### config.mk
export PLATFORM = sky130hd
export DESIGN_NAME = ext_irq_ctrl_flat
export DESIGN_NICKNAME = d
export VERILOG_FILES = /design/src/rtl/ext_irq_ctrl_pkg.sv /design/src/rtl/ext_irq_ctrl_if.sv /design/src/rtl/ext_irq_ctrl_sync.sv /design/src/rtl/ext_irq_ctrl.sv /design/src/flat_wrapper.sv
export SDC_FILE = /design/constraint.sdc
export NUM_CORES = 1
export LEC_CHECK = 0
export BUFFER_PORTS_ARGS = -buffer_cell sky130_fd_sc_hd__buf_2
export CORE_MARGIN = 2
export CORE_UTILIZATION = 53
export DETAILED_ROUTE_END_ITERATION = 6
export GPL_ROUTABILITY_DRIVEN = 1
export PLACE_DENSITY = 0.9
export SYNTH_ARGS = -nofsm -noshare
export SYNTH_HDL_FRONTEND = slang
export SYNTH_HIERARCHICAL = 1
export SYNTH_SLANG_ARGS = --single-unit
### constraint.sdc
create_clock -name clk -period 3.83 [get_ports clk]
set_input_delay 0.1915 -clock clk [delete_from_list [all_inputs] [get_ports clk]]
set_output_delay 0.1915 -clock clk [all_outputs]
set_load 0.05 [all_outputs]
### src/rtl/ext_irq_ctrl_pkg.sv
// ext_irq_pkg: FSM state type, default sizes and the
// lowest-index priority encoder shared by the controller.
package ext_irq_pkg;

  typedef enum logic [1:0] {
    IDLE,
    REQ,
    SERVICE
  } irq_state_t;

  localparam int N_IRQ_DEF       = 4;
  localparam int SYNC_STAGES_DEF = 2;

  function automatic logic [3:0] prio_enc(
    input logic [15:0] vec
  );
    prio_enc = '0;
    for (int i = 15; i >= 0; i--)
      if (vec[i]) prio_enc = 4'(i);
  endfunction

endpackage

### src/rtl/ext_irq_ctrl_if.sv
// ext_irq_ctrl_if: mask bus, ExtIRQ/ExtIAck/ERet handshake and status.
// slave = controller side, master = processor/software side.
interface ext_irq_ctrl_if #(
  parameter int N_IRQ = 4
);
  localparam int ID_W = $clog2(N_IRQ);

  logic             mask_we;
  logic [N_IRQ-1:0] mask_wdata;
  logic             ExtIAck;
  logic             ERet;
  logic             ExtIRQ;
  logic [ID_W-1:0]  irq_id;
  logic [N_IRQ-1:0] irq_pending;
  logic [N_IRQ-1:0] irq_mask;
  logic             in_service;

  modport master (
    output mask_we, mask_wdata, ExtIAck, ERet,
    input  ExtIRQ, irq_id, irq_pending,
    input  irq_mask, in_service
  );

  modport slave (
    input  mask_we, mask_wdata, ExtIAck, ERet,
    output ExtIRQ, irq_id, irq_pending,
    output irq_mask, in_service
  );

endinterface

### src/rtl/ext_irq_ctrl_sync.sv
// irq_sync: STAGES-deep flop chain per bit, async reset to 0.
// Ports: clk, reset, d (async in), q (synchronized out).
module irq_sync #(
  parameter int W      = 4,
  parameter int STAGES = 2
) (
  input  logic         clk,
  input  logic         reset,
  input  logic [W-1:0] d,
  output logic [W-1:0] q
);

  logic [W-1:0] chain [STAGES];

  always_ff @(posedge clk or posedge reset) begin
    if (reset) begin
      for (int i = 0; i < STAGES; i++)
        chain[i] <= '0;
    end else begin
      chain[0] <= d;
      for (int i = 1; i < STAGES; i++)
        chain[i] <= chain[i-1];
    end
  end

  assign q = chain[STAGES-1];

endmodule

### src/rtl/ext_irq_ctrl.sv
// ext_irq_ctrl: sync, pend, mask and prioritise N_IRQ lines into ExtIRQ.
// Ports: clk, reset, irq_in, bus (slave). EXT_IRQ_LEVEL_EN = level lines.
module ext_irq_ctrl
  import ext_irq_pkg::*;
#(
  parameter int N_IRQ       = N_IRQ_DEF,
  parameter int SYNC_STAGES = SYNC_STAGES_DEF
) (
  input  logic             clk,
  input  logic             reset,
  input  logic [N_IRQ-1:0] irq_in,
  ext_irq_ctrl_if.slave    bus
);

  localparam int ID_W = $clog2(N_IRQ);

  irq_state_t       state, state_n;
  logic [N_IRQ-1:0] s;
  logic [N_IRQ-1:0] pending;
  logic [N_IRQ-1:0] mask;
  logic [N_IRQ-1:0] enabled;
  logic [ID_W-1:0]  winner;
  logic [ID_W-1:0]  id, id_n;
  logic             ext_irq, ext_irq_n;
  logic             in_svc, in_svc_n;
  logic             ack;

  irq_sync #(
    .W      (N_IRQ),
    .STAGES (SYNC_STAGES)
  ) u_sync (
    .clk   (clk),
    .reset (reset),
    .d     (irq_in),
    .q     (s)
  );

  assign enabled = pending & mask;
  assign winner  = ID_W'(prio_enc(16'(enabled)));
  assign ack     = (state == REQ) && bus.ExtIAck;

`ifdef EXT_IRQ_LEVEL_EN
  always_ff @(posedge clk or posedge reset) begin
    if (reset) pending <= '0;
    else       pending <= s;
  end
`else
  logic [N_IRQ-1:0] s_d;
  logic [N_IRQ-1:0] clr;

  assign clr = ack ? (N_IRQ'(1) << id) : '0;

  // OR-ing the rise last lets a new edge beat the ack clear.
  always_ff @(posedge clk or posedge reset) begin
    if (reset) begin
      s_d     <= '0;
      pending <= '0;
    end else begin
      s_d     <= s;
      pending <= (pending & ~clr) | (s & ~s_d);
    end
  end
`endif

  always_ff @(posedge clk or posedge reset) begin
    if (reset)            mask <= '1;
    else if (bus.mask_we) mask <= bus.mask_wdata;
  end

  always_ff @(posedge clk or posedge reset) begin
    if (reset) begin
      state   <= IDLE;
      ext_irq <= 1'b0;
      id      <= '0;
      in_svc  <= 1'b0;
    end else begin
      state   <= state_n;
      ext_irq <= ext_irq_n;
      id      <= id_n;
      in_svc  <= in_svc_n;
    end
  end

  always_comb begin
    state_n   = state;
    ext_irq_n = ext_irq;
    id_n      = id;
    in_svc_n  = in_svc;
    unique case (state)
      IDLE: begin
        if (|enabled) begin
          state_n   = REQ;
          ext_irq_n = 1'b1;
          id_n      = winner;
        end
      end
      REQ: begin
        if (ack) begin
          state_n   = SERVICE;
          ext_irq_n = 1'b0;
          in_svc_n  = 1'b1;
        end
      end
      SERVICE: begin
        if (bus.ERet) begin
          state_n  = IDLE;
          in_svc_n = 1'b0;
        end
      end
      default: begin
        state_n   = IDLE;
        ext_irq_n = 1'b0;
        in_svc_n  = 1'b0;
      end
    endcase
  end

  assign bus.ExtIRQ      = ext_irq;
  assign bus.irq_id      = id;
  assign bus.irq_pending = pending;
  assign bus.irq_mask    = mask;
  assign bus.in_service  = in_svc;

endmodule
### src/flat_wrapper.sv
// flat-port wrapper written by rule: the top's interface ports become plain ports
module ext_irq_ctrl_flat import ext_irq_pkg::*;
#(
  parameter int N_IRQ       = N_IRQ_DEF,
  parameter int SYNC_STAGES = SYNC_STAGES_DEF
)
  (clk, reset, irq_in, bus_mask_we, bus_mask_wdata, bus_ExtIAck, bus_ERet, bus_ExtIRQ, bus_irq_id, bus_irq_pending, bus_irq_mask, bus_in_service);
  ext_irq_ctrl_if #(.N_IRQ(N_IRQ)) bus_i ();
  input  logic clk;
  input  logic reset;
  input  logic [N_IRQ-1:0] irq_in;
  input wire logic [$bits(bus_i.mask_we)-1:0] bus_mask_we;
  input wire logic [$bits(bus_i.mask_wdata)-1:0] bus_mask_wdata;
  input wire logic [$bits(bus_i.ExtIAck)-1:0] bus_ExtIAck;
  input wire logic [$bits(bus_i.ERet)-1:0] bus_ERet;
  output wire logic [$bits(bus_i.ExtIRQ)-1:0] bus_ExtIRQ;
  output wire logic [$bits(bus_i.irq_id)-1:0] bus_irq_id;
  output wire logic [$bits(bus_i.irq_pending)-1:0] bus_irq_pending;
  output wire logic [$bits(bus_i.irq_mask)-1:0] bus_irq_mask;
  output wire logic [$bits(bus_i.in_service)-1:0] bus_in_service;
  assign bus_i.mask_we = bus_mask_we;
  assign bus_i.mask_wdata = bus_mask_wdata;
  assign bus_i.ExtIAck = bus_ExtIAck;
  assign bus_i.ERet = bus_ERet;
  assign bus_ExtIRQ = bus_i.ExtIRQ;
  assign bus_irq_id = bus_i.irq_id;
  assign bus_irq_pending = bus_i.irq_pending;
  assign bus_irq_mask = bus_i.irq_mask;
  assign bus_in_service = bus_i.in_service;
  ext_irq_ctrl #(.N_IRQ(N_IRQ), .SYNC_STAGES(SYNC_STAGES)) u_core (.clk(clk), .reset(reset), .irq_in(irq_in), .bus(bus_i));
endmodule
Yosys cells after proc, flatten, opt, wreduce, memory -nomap -nowiden. Cells that the tools add are included.

Output and inout bits: 12. Word-level logic and storage cells: 45. Memories: 0. Bits in writable memories: 0. Bits in latches: 0. Register bits: 26. ROM bits: 0. Bits of input ports: 13.

Add/subtract/negate cells: 0. Bitwise operators: 8. Div/mod/pow operators: 0. Multipliers: 0. Shift operators: 1. Magnitude comparators: 0. Muxes and demuxes: 15. Equality and inequality tests: 5. Reductions and logical operators: 7.

Operator list (number): $mux 2 (7); $and 4x4->4 (3); $reduce_and 3->1 (3); $not 4->4 (2); $pmux 1 s3 (2); $pmux 2 s3 (1); $mux 1 (4); $mux 4 (1); $ne 2x1->1 const B (2); $or 4x4->4 (1); $reduce_or 4->1 (1); $shl 1x2->4 const A (1); $eq 2x1->1 const B (1); $eq 2x2->1 const B (1); $logic_not 2->1 (1); $ne 2x2->1 const B (1); $not 1->1 (2); $reduce_and 2->1 (1); $logic_and 1x1->1 (1).

Longest topological paths before layout. Gate-level depths: netlist of run 1.

Depth after elaboration: 6. Depth in mapped cells: 4. Gate-level depth less buffers: 3.

Hierarchy. The synthesis of run 1 kept the hierarchy.

By module, submodules not included: ext_irq_ctrl (cells an instance 63, instances 1, area each 721.9 sq um, sequential area each 455.4 sq um); irq_sync (cells an instance 13, instances 1, area each 234.0 sq um, sequential area each 200.2 sq um).

Worst setup path after synthesis of run 1. No wires, ideal clock.

Path kind: register to register. Start point: register u_core.pending[1] (netlist: u_core/bus.irq_pending[1]). End point: register u_core.ext_irq (netlist: u_core/bus.ExtIRQ). Library setup time: 126 ps. Slack: 2232 ps. Data required time: 3704 ps. Arrival: 1472 ps. Path buffers: 0. Cell stages (with the launch flop): 4. Clock period less this slack: 1598 ps. Cell sequence: dfrtp_1 -> a22o_1 -> a221o_1 -> a221o_1.

Cells in the longest elaborated chain, start to end: 4.

RTL lines: start: declaration (RTL line ext_irq_ctrl.sv:19) `logic [N_IRQ-1:0] pending;`; start signal: assignment (RTL line ext_irq_ctrl.sv:60) `pending <= (pending & ~clr) | (s & ~s_d);`; $and 4x4->4 (RTL line ext_irq_ctrl.sv:38) `assign enabled = pending & mask;`; $reduce_or 4->1 (RTL line ext_irq_ctrl.sv:91) `if (|enabled) begin`; $ne 2x1->1 (no line); $reduce_and 3->1 (no line); end signal: assignment (RTL line ext_irq_ctrl.sv:78) `ext_irq <= ext_irq_n;`; end: declaration (RTL line ext_irq_ctrl.sv:24) `logic ext_irq, ext_irq_n;`.

No other way between the ends. A chain may end at the register's enable or synchronous reset.

Worst setup path after layout of run 1. Same ends and word-level chain as after synthesis.

==> impl.org, run 1 <==
** Outcome
- The run finished with clean final reports.

** Timing
- Highest clock frequency the design can meet :: 0.693 GHz
- Max Clock Skew :: 12.4 ps
- Slew of the pin with the lowest slew margin :: 642 ps
- Subtracting the final worst setup slack from the clock period gives approximately 1400 ps.
- Min Hold Slack :: 125 ps
- Final-report setup violation count :: 0
- Final critical-path share of the clock period :: 0.377
- Max Transition Viols Final :: 0
- After routing, the total negative slack on setup checks comes to 0 ps.
- Unrepaired setup endpoints after global routing :: no
- In this run the tightest slew margin relative to its limit is 0.571.
- Hold Fails Final Rpt :: 0

** Synth
- Of the total synthesized cell area, the portion taken by AND, OR, NAND and NOR gates is 0.0510.
- Of the total synthesized cell area, the portion taken by full adders, half adders and majority gates is 0.
- Multiplexer area fraction after synthesis :: 0.0471
- Of the total synthesized cell area, the portion taken by XOR and XNOR cells is 0.
- Compound-cell area share of the yosys netlist :: 0.149
- The average instance in the mapped netlist occupies 12.6 um^2.
- Number of warnings reported in the yosys synthesis log :: 6
- The mapped netlist covers around 960 um^2.
- Count of state elements after synthesis :: 26
- Synthesis produced a netlist with a net count of 89.
- Number of library cell types mapped by synthesis :: 17
- Post-Synthesis Cells :: 76
- Sequential element share of the synthesized area :: 0.686
- Combinational family with the most area after synthesis :: compound AO/OA/AOI/OAI gates

** Routing
- In this run the remaining antenna-violating nets after routing total 0.
- Vias :: 651
- Routed vias/inst :: a little over 5
- Wire length after detailed routing :: 1.62 mm
- In this run, the number of DRC markers left after iteration 0 of detailed routing was 19.
- Initial DRT Pass Iterations :: 4
- After detailed routing, the average wire length per cell comes to 12.7 um.
- Total DRC errors in the routed layout :: 0

** Setup path
- Capturing element type of the critical path :: register
- The most numerous cell type found on the critical path is a221o_1.
- Type of origin of the critical path :: register
- STA puts the critical path data required time at about 4000 ps.
- Among all stages on the critical path, the largest delay is contributed by dfrtp_1.
- Crit path DAT :: approximately 1600 ps
- Maximum fanout encountered on the critical timing path :: 4
- Max incr delay on CP :: around 430 ps
- Cell Chain, Critical Path :: a22o_1, a221o_1, a221o_1
- Critical Setup Path Class :: reg2reg

** Clock tree
- Cell at the root of the clock tree :: clkbuf_4
- Clock latency on the worst-skew pair, taken at its later pin, is approximately 310 ps.
- The number of clock buffers added by TritonCTS is 3.
- In this run, post-CTS repair resized a total of 0 instances.
- Num Clock Sinks :: 26
- After clock tree synthesis, the clock-pin slew on the worst setup and hold paths is 110 ps.
- TritonCTS built the clock tree.
- H-tree depth :: 1
- Maximum clock insertion buffer count :: 2

** Floorplanning
- The floorplan step defined a core boundary enclosing 1710 um^2.
- Total I/O pin count :: 25
- Die Width :: 46.5 um
- For this configuration, the core starts out at a cell density of 0.560.
- The floorplan step defined a die boundary enclosing 2160 um^2.
- Measured along the y axis, the die boundary spans 46.5 um.
- Placement row count :: 15

** Hold path
- The path class of the tightest hold or removal check is in2reg.

** GRT
- Entering global routing, the biggest net connects 19 pins.
- Sum of overflow across all layers after global routing :: 0
- The number of global-route vias before repair is 573.
- For this run, the total global-route usage over all layers was measured as 0.156.
- The number of antenna violations at the first check in global routing came to 0.
- The first global-routing pass estimated ~2.3 mm of wire.

** Placement
- The congestion estimate from routability-driven global placement came to ~0.74.
- Number of buffers inserted by port buffering :: 24

** Cells and area
- Of the cells placed in the final design, the portion with a size suffix greater than 1 is 0.340.
- Synthesis-to-layout area growth :: 19.9%
- Post-layout net count :: 117
- 0 antenna diodes ended up in the layout.

** Flow run
- Maximum Capacitance Violations :: 0

** Power
- VDD sags by at most 0.000364 V.
- Leakage dissipation :: about 0.53 nW
- Areal power density over the cells :: roughly 750 nW/um^2
cells in the mapped netlist:
library cell | number | share of area
o21a_1 | 1 | 0.0079
a32o_1 | 1 | 0.010
o21ai_0 | 8 | 0.042
nor2_1 | 3 | 0.012
o41ai_1 | 2 | 0.018
nor2b_1 | 1 | 0.0065
nand2_1 | 6 | 0.024
nand4b_1 | 1 | 0.0092
a221o_1 | 2 | 0.021
a21oi_1 | 6 | 0.031
mux2_2 | 4 | 0.047
inv_1 | 7 | 0.027
dfstp_2 | 4 | 0.11
clkbuf_1 | 2 | 0.0079
buf_4 | 4 | 0.031
dfrtp_1 | 22 | 0.58
a22o_1 | 2 | 0.018
per-stage QoR:
stage          area [um^2]  setup slack [ps]  power (mW)  instances  utilization
2_1_floorplan          956              2230       0.668         76            -
3_3_place_gp          1070              2470       0.739        119        0.626
3_5_place_dp          1070              2400       0.751        119        0.626
4_1_cts               1150              2380       0.866        128        0.671
5_1_grt               1150              2340       0.905        128        0.671
6_report              1150              2390       0.859        128        0.671
area by class of cell:
class | count | area, um^2
Tap cell | 25 | 31.3
Fill cell | 135 | 562
Timing Repair Buffer | 29 | 170
Clock buffer | 4 | 26.3
Multi-Input combinational cell | 37 | 236
Sequential cell | 26 | 656
Inverter | 7 | 26.3
cells by family after synthesis:
logic type,after synthesis
buffers and inverters,13
DFF,26
muxes,4
AOI/OAI and AO/OA,22
and+or+nand+nor,11
final timing paths:
path                                            from                      to  depth (start not counted)  slack, ps
setup / recovery           u_core/bus.irq_pending[1]       u_core/bus.ExtIRQ                          3       2390
min in group asynchronous                      reset  u_core/u_sync/chain[6]                          3        350
setup reg to reg           u_core/bus.irq_pending[1]       u_core/bus.ExtIRQ                          3       2390
max in group asynchronous                      reset       u_core/bus.ExtIRQ                          3       2900
hold reg to reg               u_core/u_sync/chain[4]      u_core/u_sync/q[0]                          0        360
hold / removal                     bus_mask_wdata[0]  u_core/bus.irq_mask[0]                          2        130
sequential cells by signal (all words and copies together), names as in the netlist:
signal                  count
u_core/bus.ExtIRQ           1
u_core/bus.in_service       1
u_core/bus.irq_id           2
u_core/bus.irq_mask         4
u_core/bus.irq_pending      4
u_core/s_d                  4
u_core/state                2
u_core/u_sync/chain         4
u_core/u_sync/q             4
repair_timing:
action | in CTS | in global routing
hold endpoints to repair | 26 | 0
hold buffers | 5 | 0
setup buffers | 0 | 0
cells in the final DEF (no fill, tap or decap):
master / synthesis / routed
nand2_1: 6 / 6
clkbuf_4: 0 / 3
nor2b_1: 1 / 1
a32o_1: 1 / 1
a21oi_1: 6 / 6
o21a_1: 1 / 1
nor2_1: 3 / 3
mux2_2: 4 / 4
dfstp_2: 4 / 4
a221o_1: 2 / 2
dfrtp_1: 22 / 22
dlygate4sd3_1: 0 / 5
o21ai_0: 8 / 8
nand4b_1: 1 / 1
clkbuf_1: 2 / 1
o41ai_1: 2 / 2
buf_2: 0 / 24
inv_1: 7 / 7
a22o_1: 2 / 2
power breakdown:
part	switching [mW]	internal [mW]	total (mW)	leakage (nW)
Combinational	0.240	0.0980	0.338	0.226
Sequential	0.0714	0.339	0.410	0.290
Clock	0.0701	0.0406	0.111	0.0150
layer usage:
layer,track usage,routed length (um),share of wire
met4,0.0857,12,0.0074
met2,0.264,838,0.52
met3,0.0235,55,0.034
met1,0.190,715,0.44
met5,0,0,0
critical path: cells and delay by family (launching register included):
kind | cells | cell delay [ps]
AO/OA/AOI/OAI | 3 | 910
flip-flops | 1 | 430
No activity file was read; power rests on OpenSTA's default activity.
==> run 2: changes to the inputs <==
--- a/config.mk
+++ b/config.mk
@@ -6,11 +6,12 @@
 export NUM_CORES = 1
 export LEC_CHECK = 0
 export BUFFER_PORTS_ARGS = -buffer_cell sky130_fd_sc_hd__buf_2
+export CORE_ASPECT_RATIO = 1.4
 export CORE_MARGIN = 2
-export CORE_UTILIZATION = 53
+export CORE_UTILIZATION = 49
 export DETAILED_ROUTE_END_ITERATION = 6
 export GPL_ROUTABILITY_DRIVEN = 1
-export PLACE_DENSITY = 0.9
+export PLACE_DENSITY = 0.85
 export SYNTH_ARGS = -nofsm -noshare
 export SYNTH_HDL_FRONTEND = slang
 export SYNTH_HIERARCHICAL = 1
==> constraint.sdc (replaced) <==
create_clock -name clk -period 1.46 [get_ports clk]
set_input_delay 0.073 -clock clk [delete_from_list [all_inputs] [get_ports clk]]
set_output_delay 0.073 -clock clk [all_outputs]
set_load 0.05 [all_outputs]
==> run 2 against run 1 <==
Compared with the run above: cell count decreased by 0.78%; power increased to 2.7 times the previous value; sequential share of layout area decreased by 2.0 points; worst hold slack got worse by 100 ps; largest cell class unchanged; critical endpoint unchanged; sequential power increased to 2.6 times the previous value; wire length increased by 3.5%; cell area increased by 4.0%; clock power increased to 3.1 times the previous value.
==> impl.org, run 2 (synthesis gave the netlist of run 1 again) <==
** Timing
- Highest clock frequency the design can meet :: 0.736 GHz (+6.2%)
- Hold Fails Final Rpt :: 0 (unchanged)
- The share of the cycle needed by the critical path after routing was 0.931 (+0.554).
- The time the worst path needs with I/O delays and setup came to 1360 ps (-84.9 ps).
- Headroom to the max-slew limit :: 0.574 (+0.00219)
- Unrepaired setup endpoints after global routing :: no
- Slew of the pin with the lowest slew margin :: 639 ps (-3.28 ps)
- The maximum clock skew at final layout is 2.82 ps (-9.58 ps).
- The final count of pins violating max slew is 0 (unchanged).
- The final total negative setup slack came to 0 ps (unchanged).
- The final count of negative-setup-slack endpoints is 0 (unchanged).

** Setup path
- Register-to-register path setup slack :: 100 ps (-2290 ps)
- STA classifies the critical path startpoint as a register.
- STA classifies the critical path endpoint as a register.
- The maximum fanout along the worst path is 4 (unchanged).
- Crit path DAT :: 1580 ps (-60 ps)
- The critical path in this run is classified as reg2reg.
- The length in cells of the worst reg-to-reg path is 3 (unchanged).
- In this run the critical register-to-register path is launched from u_core/bus.irq_pending[1].
- The required time of the critical path was 1680 ps (-2340 ps).
- In this run the critical register-to-register path is captured at u_core/bus.ExtIRQ.

** Clock tree
- CTS tree :: done
- The clock network latency to the later pin of the worst-skew pair came to 320 ps (about the same).
- Clock buffers created by TritonCTS :: 3 (unchanged)
- Number of gates resized after CTS :: 0 (unchanged)
- In this run the clock root is driven by a clkbuf_4.
- Num Clock Sinks :: 26 (unchanged)
- The count of hold-fix buffers inserted at cts is 9 (+4).
- Maximum clock insertion buffer count :: 2 (unchanged)
- Setup Fix Bufs, Post-CTS :: 0 (unchanged)
- The clock edge transition at the registers on the reported setup and hold paths came to 130 ps (+20 ps).
- The H-tree depth is 1 (unchanged).

** Placement
- Final GP Congestion :: 0.719 (-2.2%)
- The cell area after placement is 1070 um^2 (-0.35%).
- The number of buffer cells added on primary ports is 24 (unchanged).
- Detailed placement ended at an HPWL of 1.19 mm.

** Floorplanning
- The width of the die was 41.3 um (-11%).
- The height of the die is 56.3 um (+21%).
- Initial core utilization :: 0.531 (-0.0292)
- The core box area was 1800 um^2 (+5.5%).
- The I/O pin count is 25 (unchanged).
- The total die area is 2330 um^2 (+7.7%).
- The number of rows created at floorplan came to 18 (+3).

** Power
- The overall power after layout came to 2.32 mW (+170%).
- The leakage power was 0.553 nW (+4.1%).
- Max VDD drop :: 0.00119 V (+230%)
- The total power divided by cell area is 1950 nW/um^2 (+160%).

** Flow run
- The number of max-cap violations is 0 (unchanged).

** Cells and area
- Storage cell area :: 658 um^2 (+0.38%)
- Synthesis-to-layout area growth :: 24.7%
- Highest-count cells in the layout ignoring fill and taps :: 24 x buf_2, 20 x dfrtp_1, 9 x dlygate4sd3_1
- The ratio of cells with drive above 1 in the final layout came to 0.355 (+0.0153).
- Post-route design area :: 1190 um^2 (+4.0%)
- The net count reported at finish is 121 (+3.4%).
- The number of inserted filler cells in the final layout was 134 (-0.74%).
- Area occupied by multi-input gates :: 236 um^2 (unchanged)
- Most common library cell in the layout ignoring fill and taps :: buf_2
- The antenna diode instance count is 0 (unchanged).

** GRT
- The number of global-route vias before repair was 617 (+7.7%).
- The wire length of the first global-routing pass is 2.48 mm (+7.5%).
- The global router's overall resource usage came to 0.159 (+0.00276).
- Largest net degree at the start of global routing :: 19 (unchanged)
- The number of antenna violations at the first check in global routing is 0 (unchanged).
- Sum of overflow across all layers after global routing :: 0 (unchanged)

** Hold path
- Capture endpoint of the worst hold path :: u_core/bus.in_service
- The worst hold path begins at bus_ERet.
- Number of cells on the worst hold path :: 4 (+2)
- Worst hold path type :: in2reg

** Routing
- The post-route DRC violation count is 0 (unchanged).
- Routed vias/inst :: 5.19 (+2.0%)
- The number of vias after detailed routing came to 659 (+1.2%).
- The number of nets with antenna violations after routing came to 0 (unchanged).
- Final routed wire length divided by cell count :: 13.2 um (+4.3%)
- 1st-iter DRT viols :: 12 (-7)
- The iteration count of the initial detailed-routing pass is 4 (unchanged).
- Wire length after detailed routing :: 1.68 mm (+3.5%)

** Outcome
- The run finished with clean final reports.
[run 2: stage by stage]
step | util | setup WS [ps] | instances | hold slack [ps]
after floorplan | - | 12.5 | 76 | -111
final | 0.662 | 101 | 127 | 22.3
after detailed placement | 0.592 | 108 | 114 | 33.8
after CTS | 0.662 | 90.7 | 127 | 15.5
after global routing | 0.662 | 68.5 | 127 | 24.3
after global placement | 0.592 | 138 | 114 | 23.7
[run 2: worst max-delay path, stage by stage (launching register included)]
cell	delay [ps]
dfrtp_2	440
a22o_1	230
a221o_1	280
a221o_1	310
[run 2: layer usage]
| metal | global-route usage | part of all wire | up-vias |
|---|---|---|---|
| met4 | 0.111 | 0.024 | 0 |
| met2 | 0.266 | 0.53 | 17 |
| met1 | 0.165 | 0.40 | 320 |
| met3 | 0.0237 | 0.048 | 4 |
| met5 | 0 | 0 | - |
| li1 | - | - | 318 |
[run 2: worst max path at each step]
| stage | start | end | slack, ps | cells past startpoint |
|---|---|---|---|---|
| 3_3_place_gp | u_core/bus.irq_pending[1] | u_core/bus.ExtIRQ | 140 | 3 |
| 5_1_grt | u_core/bus.irq_pending[1] | u_core/bus.ExtIRQ | 70 | 3 |
| 4_1_cts | u_core/bus.irq_pending[1] | u_core/bus.ExtIRQ | 90 | 3 |
| 6_report | u_core/bus.irq_pending[1] | u_core/bus.ExtIRQ | 100 | 3 |
| 3_5_place_dp | u_core/bus.irq_pending[1] | u_core/bus.ExtIRQ | 110 | 3 |
| 2_1_floorplan | u_core/bus.irq_pending[1] | u_core/bus.ExtIRQ | 10 | 3 |
[run 2: power breakdown]
| group | switching, mW | leakage [nW] | internal (mW) |
|---|---|---|---|
| Sequential | 0.186 | 0.289 | 0.893 |
| Combinational | 0.631 | 0.243 | 0.264 |
| Clock | 0.197 | 0.0210 | 0.153 |
[run 2: area by class of cell]
class                   instances  area share
flip-flops and latches         26       0.552
repair buffers                 33       0.176
well taps                      20      0.0210
multi-input cells              37       0.198
clock buffers                   4      0.0304
inverters                       7      0.0220
